$ cat src/rtl/airplane_pkg.sv
// Shared constants, FSM encoding, sprite mask and row-clamp helper for the player-plane controller.
package airplane_pkg;

  localparam int SCREEN_W = 160;
  localparam int SCREEN_H = 120;
  localparam int MASK_W   = 8;
  localparam int MASK_H   = 4;

  localparam logic [2:0] COLOUR_BG    = 3'b000;
  localparam logic [2:0] COLOUR_PLANE = 3'b111;

  typedef enum logic [1:0] {
    S_IDLE  = 2'd0,
    S_ERASE = 2'd1,
    S_MOVE  = 2'd2,
    S_DRAW  = 2'd3
  } state_t;

  // Bit (py*MASK_W + px) is pixel (px, py); row 0 sits in the low byte.
  localparam logic [MASK_W*MASK_H-1:0] PLANE_MASK = {
    8'b0011_1100,
    8'b0001_1000,
    8'b1111_1111,
    8'b0001_1011
  };

  // Clamped move; 8-bit arithmetic keeps subtraction below zero and overshoot past ymax from wrapping.
  function automatic logic [6:0] move_row(input logic [6:0] y, input logic up, input logic down,
                                          input logic [7:0] step, input logic [7:0] ymax);
    logic [7:0] y8;
    logic [7:0] sum8;
    y8   = {1'b0, y};
    sum8 = y8 + step;
    if (up && !down) begin
      y8 = (y8 >= step) ? (y8 - step) : 8'd0;
    end else if (down && !up) begin
      y8 = (sum8 > ymax) ? ymax : sum8;
    end else begin
      y8 = y8;
    end
    return y8[6:0];
  endfunction

endpackage

$ cat src/rtl/frame_tick_gen.sv
// Frame-rate divider: counts 0..FRAME_DIV-1 and raises a registered one-cycle tick at each wrap.
module frame_tick_gen
  import airplane_pkg::*;
#(
  parameter int FRAME_DIV = 833334
) (
  input  logic clk,
  input  logic reset,
  output logic tick
);

  localparam int            CW   = $clog2(FRAME_DIV);
  localparam logic [CW-1:0] LAST = CW'(FRAME_DIV - 1);

  logic [CW-1:0] cnt_r;

  // Free-running frame counter with registered wrap strobe.
  always_ff @(posedge clk) begin
    if (reset) begin
      cnt_r <= '0;
      tick  <= 1'b0;
    end else begin
      tick  <= (cnt_r == LAST);
      cnt_r <= (cnt_r == LAST) ? '0 : cnt_r + {{(CW-1){1'b0}}, 1'b1};
    end
  end

endmodule

$ cat src/rtl/plane_sprite_ctrl.sv
// Player-plane sprite controller: on each frame tick erase the sprite, move it one step, redraw it.
// Optional build macro PLANE_SHAPE_EN draws the package silhouette mask instead of a solid rectangle.
module plane_sprite_ctrl
  import airplane_pkg::*;
#(
  parameter int         SCREEN_H     = 120,
  parameter int         SPR_W        = 8,
  parameter int         SPR_H        = 4,
  parameter int         X_POS        = 16,
  parameter int         STEP         = 1,
  parameter int         FRAME_DIV    = 833334,
  parameter logic [2:0] PLANE_COLOUR = 3'b111,
  parameter logic [2:0] BG_COLOUR    = 3'b000
) (
  input  logic       clk,
  input  logic       reset,
  input  logic       up,
  input  logic       down,
  output logic [7:0] x_out,
  output logic [6:0] y_out,
  output logic [2:0] colour,
  output logic       plot,
  output logic       busy,
  output logic [6:0] plane_y
);

  localparam int            NPIX     = SPR_W * SPR_H;
  localparam int            IW       = $clog2(NPIX);
  localparam int            PXW      = $clog2(SPR_W);
  localparam logic [6:0]    Y_INIT   = 7'((SCREEN_H - SPR_H) / 2);
  localparam logic [7:0]    Y_MAX8   = 8'(SCREEN_H - SPR_H);
  localparam logic [7:0]    STEP8    = 8'(STEP);
  localparam logic [IW-1:0] LAST_IDX = IW'(NPIX - 1);

  state_t        state_r;
  logic [IW-1:0] idx_r;
  logic          pending_r;
  logic          tick_s;
  logic [7:0]    pix_x_s;
  logic [6:0]    pix_y_s;
  logic [2:0]    draw_colour_s;
  logic          last_pix_s;

  frame_tick_gen #(.FRAME_DIV(FRAME_DIV)) u_tick (
    .clk  (clk),
    .reset(reset),
    .tick (tick_s)
  );

  // Pixel index splits row-major into px (low bits) and py (high bits).
  always_comb begin
    pix_x_s    = 8'(X_POS) + {{(8-PXW){1'b0}}, idx_r[PXW-1:0]};
    pix_y_s    = plane_y + {{(7-(IW-PXW)){1'b0}}, idx_r[IW-1:PXW]};
    last_pix_s = (idx_r == LAST_IDX);
  end

  // Draw-phase colour: solid sprite, or silhouette mask when the shape option is built.
  always_comb begin
`ifdef PLANE_SHAPE_EN
    draw_colour_s = PLANE_MASK[idx_r] ? PLANE_COLOUR : BG_COLOUR;
`else
    draw_colour_s = PLANE_COLOUR;
`endif
  end

  // Frame FSM with registered pixel outputs; reset lands in S_DRAW so the sprite appears at once.
  always_ff @(posedge clk) begin
    if (reset) begin
      state_r   <= S_DRAW;
      idx_r     <= '0;
      pending_r <= 1'b0;
      plane_y   <= Y_INIT;
      plot      <= 1'b0;
      x_out     <= 8'd0;
      y_out     <= 7'd0;
      colour    <= 3'd0;
      busy      <= 1'b1;
    end else begin
      if (tick_s && (state_r != S_IDLE)) begin
        pending_r <= 1'b1;
      end
      case (state_r)
        S_IDLE: begin
          plot <= 1'b0;
          if (tick_s || pending_r) begin
            state_r   <= S_ERASE;
            pending_r <= 1'b0;
            idx_r     <= '0;
            busy      <= 1'b1;
          end else begin
            busy <= 1'b0;
          end
        end
        S_ERASE: begin
          plot   <= 1'b1;
          x_out  <= pix_x_s;
          y_out  <= pix_y_s;
          colour <= BG_COLOUR;
          idx_r  <= last_pix_s ? '0 : idx_r + {{(IW-1){1'b0}}, 1'b1};
          if (last_pix_s) begin
            state_r <= S_MOVE;
          end
        end
        S_MOVE: begin
          plot    <= 1'b0;
          plane_y <= move_row(plane_y, up, down, STEP8, Y_MAX8);
          state_r <= S_DRAW;
        end
        S_DRAW: begin
          plot   <= 1'b1;
          x_out  <= pix_x_s;
          y_out  <= pix_y_s;
          colour <= draw_colour_s;
          idx_r  <= last_pix_s ? '0 : idx_r + {{(IW-1){1'b0}}, 1'b1};
          if (last_pix_s) begin
            state_r <= S_IDLE;
            busy    <= 1'b0;
          end
        end
        default: begin
          state_r <= S_IDLE;
          plot    <= 1'b0;
          busy    <= 1'b0;
          idx_r   <= '0;
        end
      endcase
    end
  end

endmodule
$ cat config.mk
export PLATFORM = sky130hd
export DESIGN_NAME = plane_sprite_ctrl
export DESIGN_NICKNAME = d
export VERILOG_FILES = /design/src/rtl/airplane_pkg.sv /design/src/rtl/frame_tick_gen.sv /design/src/rtl/plane_sprite_ctrl.sv
export SDC_FILE = /design/constraint.sdc
export NUM_CORES = 1
export LEC_CHECK = 0
export CAP_MARGIN = 15
export CORE_MARGIN = 4
export CORE_UTILIZATION = 40
export DETAILED_ROUTE_END_ITERATION = 7
export PLACE_DENSITY_LB_ADDON = 0.3
export SYNTH_ARGS = -nofsm -noshare
export SYNTH_HDL_FRONTEND = slang
export SYNTH_SLANG_ARGS = --single-unit
export TNS_END_PERCENT = 20
$ cat constraint.sdc
create_clock -name clk -period 2.1 [get_ports clk]
set_input_delay 0.42 -clock clk [delete_from_list [all_inputs] [get_ports clk]]
set_output_delay 0.42 -clock clk [all_outputs]
set_load 0.01 [all_outputs]
* Word-level counts from Yosys, hierarchy flattened
Index checks and enable logic that the tools add are counted.
** Word-level totals
- Register bits after elaboration :: 56
- Bits of input ports :: 4
- Output and inout port bits :: 27
- Word-level logic and storage cells :: 65
** Cells by class
- Add/sub/neg operators :: 6
- Magnitude comparators :: 2
- Equal/unequal tests :: 8
- Muxes and demuxes :: 19
- Reductions and logical operators :: 19
** Operator list (count)
- $mux 7 :: 4
- $add 20x1->20 const B :: 1
- $eq 20x20->1 const B :: 1
- $mux 5 :: 2
- $pmux 5 s2 :: 1
- $reduce_bool 2->1 :: 5
- $add 7x1->8 const B :: 1
- $gt 8x7->1 const B :: 1
- $pmux 2 s4 :: 1
- $add 7x2->7 :: 1
- $ge 7x1->1 const B :: 1
- $sub 7x1->7 const B :: 1
- $add 5x3->6 const A :: 1
- $mux 2 :: 3
- $ne 2x2->1 const B :: 3
- $pmux 3 s2 :: 1
- $reduce_and 2->1 :: 3
- $reduce_or 2->1 :: 3
- $add 5x1->5 const B :: 1
- $eq 5x5->1 const B :: 1
- $mux 1 :: 5
- $eq 2x2->1 const B :: 2
- $pmux 1 s2 :: 2
- $logic_and 1x1->1 :: 3
- other kinds (5) :: 6

* Longest topological paths before layout
Gate-level depths: netlist of run 1.
- Word-level depth :: 5
- Depth in mapped cells :: 8
- Mapped depth without buffers :: 7

* By module
Synthesis of run 1 repeated with hierarchy kept, for this count alone.
** Unflattened totals
- Cells, all modules :: 327
- Area, all modules :: 2691.3 µm²
** Modules (own cells, without submodules)
- plane_sprite_ctrl :: instances 1, cells an instance 219, area an instance 1734.2 µm², sequential area each 580.6 µm²
- frame_tick_gen :: instances 1, cells an instance 108, area an instance 957.2 µm², sequential area each 420.4 µm²

* Worst setup path after synthesis of run 1
Ideal clock, no wire load.
- Kind :: reg-to-reg
- From :: reg plane_y[1]
- To :: reg plane_y[2]
- Library setup time :: 0.132 ns
- Data arrival time :: 1.910 ns
- Required time :: 1.968 ns
- Setup slack :: 0.059 ns
- Cell stages (with the launch flop) :: 9
- Path buffers :: 1
- Period minus slack after synthesis :: 2.041 ns
- Cells stage by stage :: dfxtp_1 buf_2 inv_1 ha_1 nor4_4 nand2_1 a311o_1 a221oi_2 nor3_1
** On the way
- Word-level cells in the longest chain between the ends :: 5
- Elaborated cells between the ends (all ways) :: 8
- Those cells by class :: add/sub: 2; order compare: 2; mux: 4
** RTL lines
- from (decl) :: RTL line plane_sprite_ctrl.sv:24 : output logic [6:0] plane_y
- from (signal assigned) :: RTL line plane_sprite_ctrl.sv:106 : plane_y <= move_row(plane_y, up, down, STEP8, Y_MAX8);
- $add 7x1->8 :: RTL line airplane_pkg.sv:33 : sum8 = y8 + step;
- $gt 8x7->1 :: RTL line airplane_pkg.sv:37 : y8 = (sum8 > ymax) ? ymax : sum8;
- $mux 7 :: RTL line airplane_pkg.sv:37
- $mux 7 :: RTL line airplane_pkg.sv:36 : end else if (down && !up) begin
- $mux 7 * :: RTL line airplane_pkg.sv:34 : if (up && !down) begin
Every way passes the cells marked *; elsewhere a longest branch is shown, timed or not. The select of a mux whose other input is x is not followed.
A chain may end at the register's enable or synchronous reset.

* Final worst setup path of run 1
- From :: reg plane_y[5]
- To :: out plane_y[5]
No word-level cell between the ends.

==> summary.md, run 1 <==
| Metric | Value |
|---|---|
| Pin count of the biggest net entering global routing | 21 |
| Die height | roughly 91 microns |
| Post-layout util | 48.0% |
| Initial antenna violation count | 0 |
| Root Buffer | clkbuf_8 |
| Hold Path Origin | x_out[2] |
| H-tree depth | 2 |
| Async S/R FF share, synth | 0% |
| Post-synth top area share | 36.1% |
| Most frequent cells in the layout | 49 x nor2_1, 48 x dfxtp_1, 30 x nand2_1, 26 x clkdlybuf4s50_1, 16 x buf_4 |
| Top Metal Used | met4 |
| DR pass1 iterations | 4 |
| Final Skew | 0.0124 ns |
| Area contributors post-synth | dfxtp_1 36%, nor2_1 6.6%, ha_1 6.3%, xor2_1 4.4%, nand2_1 4.1% |
| Worst setup path endpoint | plane_y[5] |
| Clock slew at reported path FFs | about 0.11 ns |
| Reg2reg setup slack | roughly 0.19 ns |
| Port-buffer cells | 26 |
| Core ar. | between 6000 and 7000 sq um |
| Maximum clock insertion buffer count | 2 |
| Critical Path Max Stage Delay | between 0.6 and 0.7 ns |
| DRT iter0 DRCs | roughly 130 |
| Met2 WL | 2890 microns |
| Reg-to-reg endpoint | plane_y[2] |
| GP Congestion | ~0.84 |
| Die area | 8320 sq um |
| Final Setup Violations | 0 |
| DR WL met3 | about 190 microns |
| Worst setup EP type | output pin |
| Fmax | 0.506 GHz |
| Maximum vdd ir drop | 0.000330 V |
| Synth Register Bits | 50 |
| Leakage dissipation | approximately 1.2 nW |
| # IOs | 31 |
| Total of max-cap violations | 0 |
| Area growth syn-to-layout | 17.1% |
| Crit path buffers/inverters | 1 |
| Total Wirelength | roughly 6000 microns |
| Final antenna-violating net count | 0 |
| Worst-path fanout max | 11 |
| Metal-1 WL | 2860 microns |
| Vias in the first global route | about 2100 |
| R2R Path Start | plane_y[1] |
| Via density | just over 5 |
| Slowest cell on crit path | clkdlybuf4s50_1 |
| Register area share after synthesis | 36.1% |
| Setup TNS | 0 ns |
| Ys Warns | 0 |
| Worst-Skew Late Latency | about 0.31 ns |
| Final Non-Filler Cells | 444 |
| FF-to-FF path depth | 7 |
| Post-synth EDFFs | 0 |
| CTS buffer count | 5 |
| Placed cells | roughly 440 |
| Clk sinks | 50 |
| Share of cells above drive strength 1 | around 8.5% |
| Req. time, crit path | 1.68 ns |
| ANT cells | 0 |
| Die W | ~91 microns |
| Startpoint Class | flop |
| Dominant cell type by area after synthesis | dfxtp_1 |
| Crit-path cells | clkdlybuf4s50_1 |
| Predominant post-synthesis flop cell | dfxtp_1 |
| Worst min path class | reg2reg |
| Drt drc | 0 |
| GRT Total Usage | 14.8% |
| Layout Nets | between 300 and 400 |
| Hold Vio Cnt, Final | 0 |
| Final Critical Period | ~2 ns |
| Mapped Cells | 335 |
| Power per cell area | between 900 and 1000 nW/um^2 |
| Initial Util | between 40% and 50% |
| Final Slew Violations | 0 |
| Arrival time worst endpoint | between 1.5 and 2 ns |
| Synth Area per Inst | 8.27 sq um |
| Fin crit share | 94.1% |
| Commonest non-fill, non-tap cell in the layout | nor2_1 |
| CTS tree | built |
| Cell variety after synth | between 50 and 60 |
| Crit path kind | reg2out |
| First-pass GRT wire length | approximately 10000 microns |
| WP depth | 1 |
| # rows | 30 |
| Outcome | complete, no violations |
| Top delay family on crit path | buffers and inverters |
| Vias after detailed routing | 2300 |
| Smallest hold slack | between 0.4 and 0.5 ns |
| Detailed placer's ending HPWL | roughly 4300 microns |
| GRT overflow | 0 |
| CP startpoint | plane_y[5] |
| DR WL/cell | around 13 microns |
| Synth Cell Area | between 2000 and 3000 sq um |
| Unrepaired setup endpoints after global routing | no |
==> cells in the mapped netlist (3+ instances only) <==
library cell,instances
ha_1,14
a211oi_1,5
nand3_1,11
a21o_1,3
inv_1,12
xor2_1,14
xnor2_1,12
clkbuf_1,9
a21oi_1,15
a31oi_1,3
nand2_1,30
and3_1,5
nor2_1,49
nor3_1,8
nand4_1,9
and2_1,3
a311oi_1,3
o21ai_1,5
buf_4,6
o21ai_0,11
buf_2,7
dfxtp_1,50
nor2b_1,4
nand2b_1,6
==> sequential cells by signal (all words and copies together) (netlist names) <==
name,cells
state_r,2
busy,1
idx_r,5
u_tick.cnt_r,20
pending_r,1
plot,1
y_out,7
u_tick.tick,1
colour,1
x_out,4
plane_y,7
==> worst min-delay path by stage <==
stage | endpoint | slack [ns] | cells after the start
final | x_out[2] | 0.45 | 2
after global routing | x_out[2] | 0.48 | 2
after detailed placement | x_out[1] | 0.44 | 2
after global placement | x_out[1] | 0.44 | 2
after floorplan | pending_r | 0.45 | 2
after CTS | x_out[1] | 0.46 | 2
==> what timing repair did <==
action / in CTS / in global routing
resized for setup: 2 / 0
endpoints found under the setup margin: 2 / 0
buffers inserted: 0 / 0
hold buffers: 0 / 0
==> metal layers <==
metal / global-route usage, % / vias to the layer above
met3: 3.07 / 8
met5: 0 / -
li1: - / 1208
met1: 19.6 / 1030
met4: 4.52 / 0
met2: 24.1 / 54
==> area by class of cell <==
type | instances | area (sq um)
Clock buffer | 5 | 68.8
Multi-Input combinational cell | 252 | 1600
Timing Repair Buffer | 42 | 380
Sequential cell | 50 | 1000
Clock inverter | 3 | 47.5
Fill cell | 659 | 3510
Inverter | 12 | 45.0
Tap cell | 80 | 100
==> power by group <==
part | switching [mW] | internal [mW]
Sequential | 0.158 | 1.09
Clock | 0.355 | 0.364
Combinational | 0.487 | 0.503
==> tightest hold or removal path: cells and delay by family (launching register included) <==
kind,cells,cell delay (ns)
AOI/OAI and AO/OA,1,0.05
DFF,1,0.32
and+or+nand+nor,1,0.05
==> stage by stage <==
| stage | setup slack (ns) | total power [mW] | cell area [sq um] |
|---|---|---|---|
| after CTS | 0.119 | 2.99 | 3240 |
| after detailed placement | 0.0105 | 2.26 | 3130 |
| after global placement | 0.0310 | 2.25 | 3130 |
| after global routing | 0.0390 | 3.15 | 3240 |
| final | 0.125 | 2.96 | 3240 |
| after floorplan | 0.0585 | 1.87 | 2780 |
==> kinds of logic after synthesis <==
family	after synthesis	share of synthesized area [%]
other cells	1	0.135
buf+inv	36	6.55
flops	50	36.1
compound gates	60	14.4
fa+ha+maj	15	7.05
xor+xnor	26	8.22
mux	2	0.723
simple gates	145	26.8
(Power assumes the default switching activity.)
==> inputs of run 2 (changes only) <==
--- a/config.mk
+++ b/config.mk
@@ -9,6 +9,7 @@
 export CORE_MARGIN = 4
 export CORE_UTILIZATION = 40
 export DETAILED_ROUTE_END_ITERATION = 7
+export DONT_BUFFER_PORTS = 1
 export PLACE_DENSITY_LB_ADDON = 0.3
 export SYNTH_ARGS = -nofsm -noshare
 export SYNTH_HDL_FRONTEND = slang
==> run 2 against run 1 <==
Against the previous run: via count shrank 1.3%; die area stayed put; worst setup slack better by 0.053 ns; first-iteration DRC count is 41% lower; sequential cell count is the same; power decreased by 13%; critical path type is now reg2reg; largest cell class unchanged; largest power group unchanged.
==> summary.md, run 2 (synthesized netlist as in run 1, its figures left out) <==
| Metric | Value |
|---|---|
| Final antenna-violating net count | 0 (unchanged) |
| Final Slew Violations | 0 (unchanged) |
| Power per cell area | 867 nW/um^2 (was 912 nW/um^2) |
| Fill cells | 681 (was 659) |
| Drt drc | 0 (unchanged) |
| Initial Util | 41.0% (unchanged) |
| Clk sinks | 50 (unchanged) |
| Commonest non-fill, non-tap cell in the layout | dfxtp_1 (was nor2_1) |
| Detailed placer's ending HPWL | 4130 microns (was 4310 microns) |
| Internal power | 1.63 mW (was 1.96 mW) |
| Startpoint Class | flop (unchanged) |
| Pin count of the biggest net entering global routing | 30 (was 21) |
| Total Wirelength | 5670 microns (was 5980 microns) |
| Hold Crit Depth | 1 (was 2) |
| Share of cells above drive strength 1 | 8.61% (was 8.52%) |
| CTS tree | built (unchanged) |
| ANT cells | 0 (unchanged) |
| Power Total | 2.56 mW (was 2.96 mW) |
| Comb pwr share | 27.7% (was 33.4%) |
| Die height | 91.2 microns (unchanged) |
| CTS buffer count | 5 (unchanged) |
| Die W | 91.2 microns (unchanged) |
| Switching Share | 36.2% (was 33.8%) |
| First-pass GRT wire length | 9670 microns (was 10200 microns) |
| Crit-path cells | buf_4, ha_1, nor4_4, nand2_1, a311o_1, a221oi_2, nor3_1 (was clkdlybuf4s50_1) |
| Final Non-Filler Cells | 417 (was 444) |
| Biggest regs | u_tick.cnt_r: 20 flops, plane_y: 7 flops, y_out: 7 flops (unchanged) |
| Worst setup EP type | flop (was output pin) |
| Min-Delay Endpoint | colour[1] (was x_out[2]) |
| Vias after detailed routing | 2271 (was 2300) |
| Via density | 5.45 (was 5.18) |
| Final Critical Period | 1.92 ns (was 1.98 ns) |
| Slowest cell on crit path | dfxtp_1 (was clkdlybuf4s50_1) |
| Req. time, crit path | 2.30 ns (was 1.68 ns) |
| Crit path kind | reg2reg (was reg2out) |
| Root Buffer | clkbuf_8 (unchanged) |
| Clock slew at reported path FFs | 0.09 ns (was 0.11 ns) |
| CTS Hold Bufs | 0 (unchanged) |
| GP Congestion | 0.845 (was 0.844) |
| Leakage dissipation | 1.13 nW (was 1.24 nW) |
| Worst Tran Pin Value | ~0.59 ns |
| Arrival time worst endpoint | 2.12 ns (was 1.56 ns) |
| Die area | 8320 sq um (unchanged) |
| DRT iter0 DRCs | 75 (was 127) |
| Largest Register | u_tick.cnt_r (unchanged) |
| Most frequent cells in the layout | 50 x dfxtp_1, 49 x nor2_1, 30 x nand2_1, 16 x buf_4, 15 x a21oi_1 (was 49 x nor2_1, 48 x dfxtp_1, 30 x nand2_1, 26 x clkdlybuf4s50_1, 16 x buf_4) |
| Vias in the first global route | 2109 (was 2140) |
| Placed cells | 410 (was 436) |
| Layout Nets | 356 (was 382) |
| Clock power frac | 21.5% (was 24.3%) |
| Worst-path fanout max | 10 (was 11) |
| H-tree depth | 2 (unchanged) |
| Fmax | 0.520 GHz (was 0.506 GHz) |
| Critical Path Max Stage Delay | 0.39 ns (was 0.63 ns) |
| Final Skew | 0.00930 ns (was 0.0124 ns) |
| Core ar. | 6760 sq um (unchanged) |
| Port-buffer cells | 0 (was 26) |
| Reg-to-reg endpoint | plane_y[2] (unchanged) |
| Worst min path class | in2reg (was reg2reg) |
| Max reg flops | 20 (unchanged) |
| Fin crit share | 91.6% (was 94.1%) |
| Setup TNS | 0 ns (unchanged) |
| Hold Vio Cnt, Final | 0 (unchanged) |
| GRT Total Usage | 14.0% (was 14.8%) |
| Total of max-cap violations | 0 (unchanged) |
| DR WL/cell | 13.6 microns (was 13.5 microns) |
| Hold Path Origin | reset (was x_out[2]) |
| Sw Pwr | 0.928 mW (was 1.00 mW) |
| # IOs | 31 (unchanged) |
| Maximum vdd ir drop | 0.000224 V (was 0.000330 V) |
| GRT overflow | 0 (unchanged) |
| Slew Limit Headroom | between 60% and 70% |
| FF-to-FF path depth | 7 (unchanged) |
| # rows | 30 (unchanged) |
| Unrepaired setup endpoints after global routing | no (unchanged) |
| R2R Path Start | plane_y[0] (was plane_y[1]) |
| Initial antenna violation count | 0 (unchanged) |
| Maximum clock insertion buffer count | 2 (unchanged) |
| Seq pwr share | 50.8% (was 42.3%) |
| DR pass1 iterations | 4 (unchanged) |
| Outcome | complete, no violations (unchanged) |
| Area growth syn-to-layout | 6.64% (was 17.1%) |
| Final Setup Violations | 0 (unchanged) |
| Reg2reg setup slack | 0.18 ns (was 0.19 ns) |
| Worst-Skew Late Latency | 0.30 ns (was 0.31 ns) |
[run 2: changes by cell type in the layout (fill, tap and decap cells not counted), sizes merged]
cell,delta
bufinv,-1
clkdlybuf4s50,-26
clkinv,+1
inv,-1
[run 2: through the flow]
| step | utilization (%) | instance area (sq um) | setup slack (ns) | hold WS, ns |
|---|---|---|---|---|
| 2_1_floorplan | - | 2780 | 0.0585 | 0.450 |
| 3_3_place_gp | 42.4 | 2870 | 0.211 | 0.458 |
| 3_5_place_dp | 42.4 | 2870 | 0.201 | 0.466 |
| 4_1_cts | 43.6 | 2950 | 0.190 | 0.161 |
| 5_1_grt | 43.7 | 2950 | 0.0575 | 0.156 |
| 6_report | 43.7 | 2950 | 0.177 | 0.178 |
[run 2: layout make-up]
| cell class | instances | area (sq um) | area share (%) |
|---|---|---|---|
| Multi-Input combinational cell | 252 | 1610 | 54.3 |
| Inverter | 12 | 45.0 | 1.52 |
| Tap cell | 80 | 100 | 3.39 |
| Sequential cell | 50 | 1000 | 33.9 |
| Clock buffer | 5 | 68.8 | 2.33 |
| Timing Repair Buffer | 16 | 120 | 4.07 |
| Clock inverter | 2 | 13.8 | 0.466 |
[run 2: timing repair]
action,CTS,global route
resized for setup,0,1
endpoints found under the setup margin,0,1
setup buffers,0,0
[run 2: worst max path at each step]
| stage | from | to | slack (ns) | cells past startpoint |
|---|---|---|---|---|
| after floorplan | plane_y[1] | plane_y[2] | 0.06 | 8 |
| after global placement | plane_y[0] | plane_y[2] | 0.21 | 7 |
| after detailed placement | plane_y[0] | plane_y[2] | 0.20 | 7 |
| after CTS | plane_y[0] | plane_y[2] | 0.19 | 7 |
| after global routing | plane_y[0] | plane_y[2] | 0.06 | 7 |
| final | plane_y[0] | plane_y[2] | 0.18 | 7 |
[run 2: power by group through the flow]
| stage | Combinational [mW] | Clock (mW) | Sequential [mW] |
|---|---|---|---|
| 6_report | 0.709 | 0.552 | 1.30 |
| 5_1_grt | 0.816 | 0.610 | 1.33 |
| 4_1_cts | 0.716 | 0.579 | 1.31 |
| 3_5_place_dp | 0.713 | 0 | 1.33 |
| 3_3_place_gp | 0.705 | 0 | 1.33 |
| 2_1_floorplan | 0.609 | 0 | 1.26 |
[run 2: metal layers]
| metal | GRT usage [%] | vias to the layer above | wire length (microns) |
|---|---|---|---|
| li1 | - | 1147 | - |
| met1 | 17.1 | 1060 | 2550 |
| met2 | 24.5 | 54 | 2770 |
| met3 | 2.98 | 10 | 255 |
| met4 | 4.27 | 0 | 95 |
| met5 | 0 | - | 0 |
[run 2: critical path: cells and delay by family (launching register included)]
family / cells / cell delay, ns
adder cells (fa/ha/maj): 1 / 0.25
AO/OA/AOI/OAI: 2 / 0.64
AND/OR/NAND/NOR: 3 / 0.33
flip-flops: 1 / 0.39
buffers and inverters: 1 / 0.20
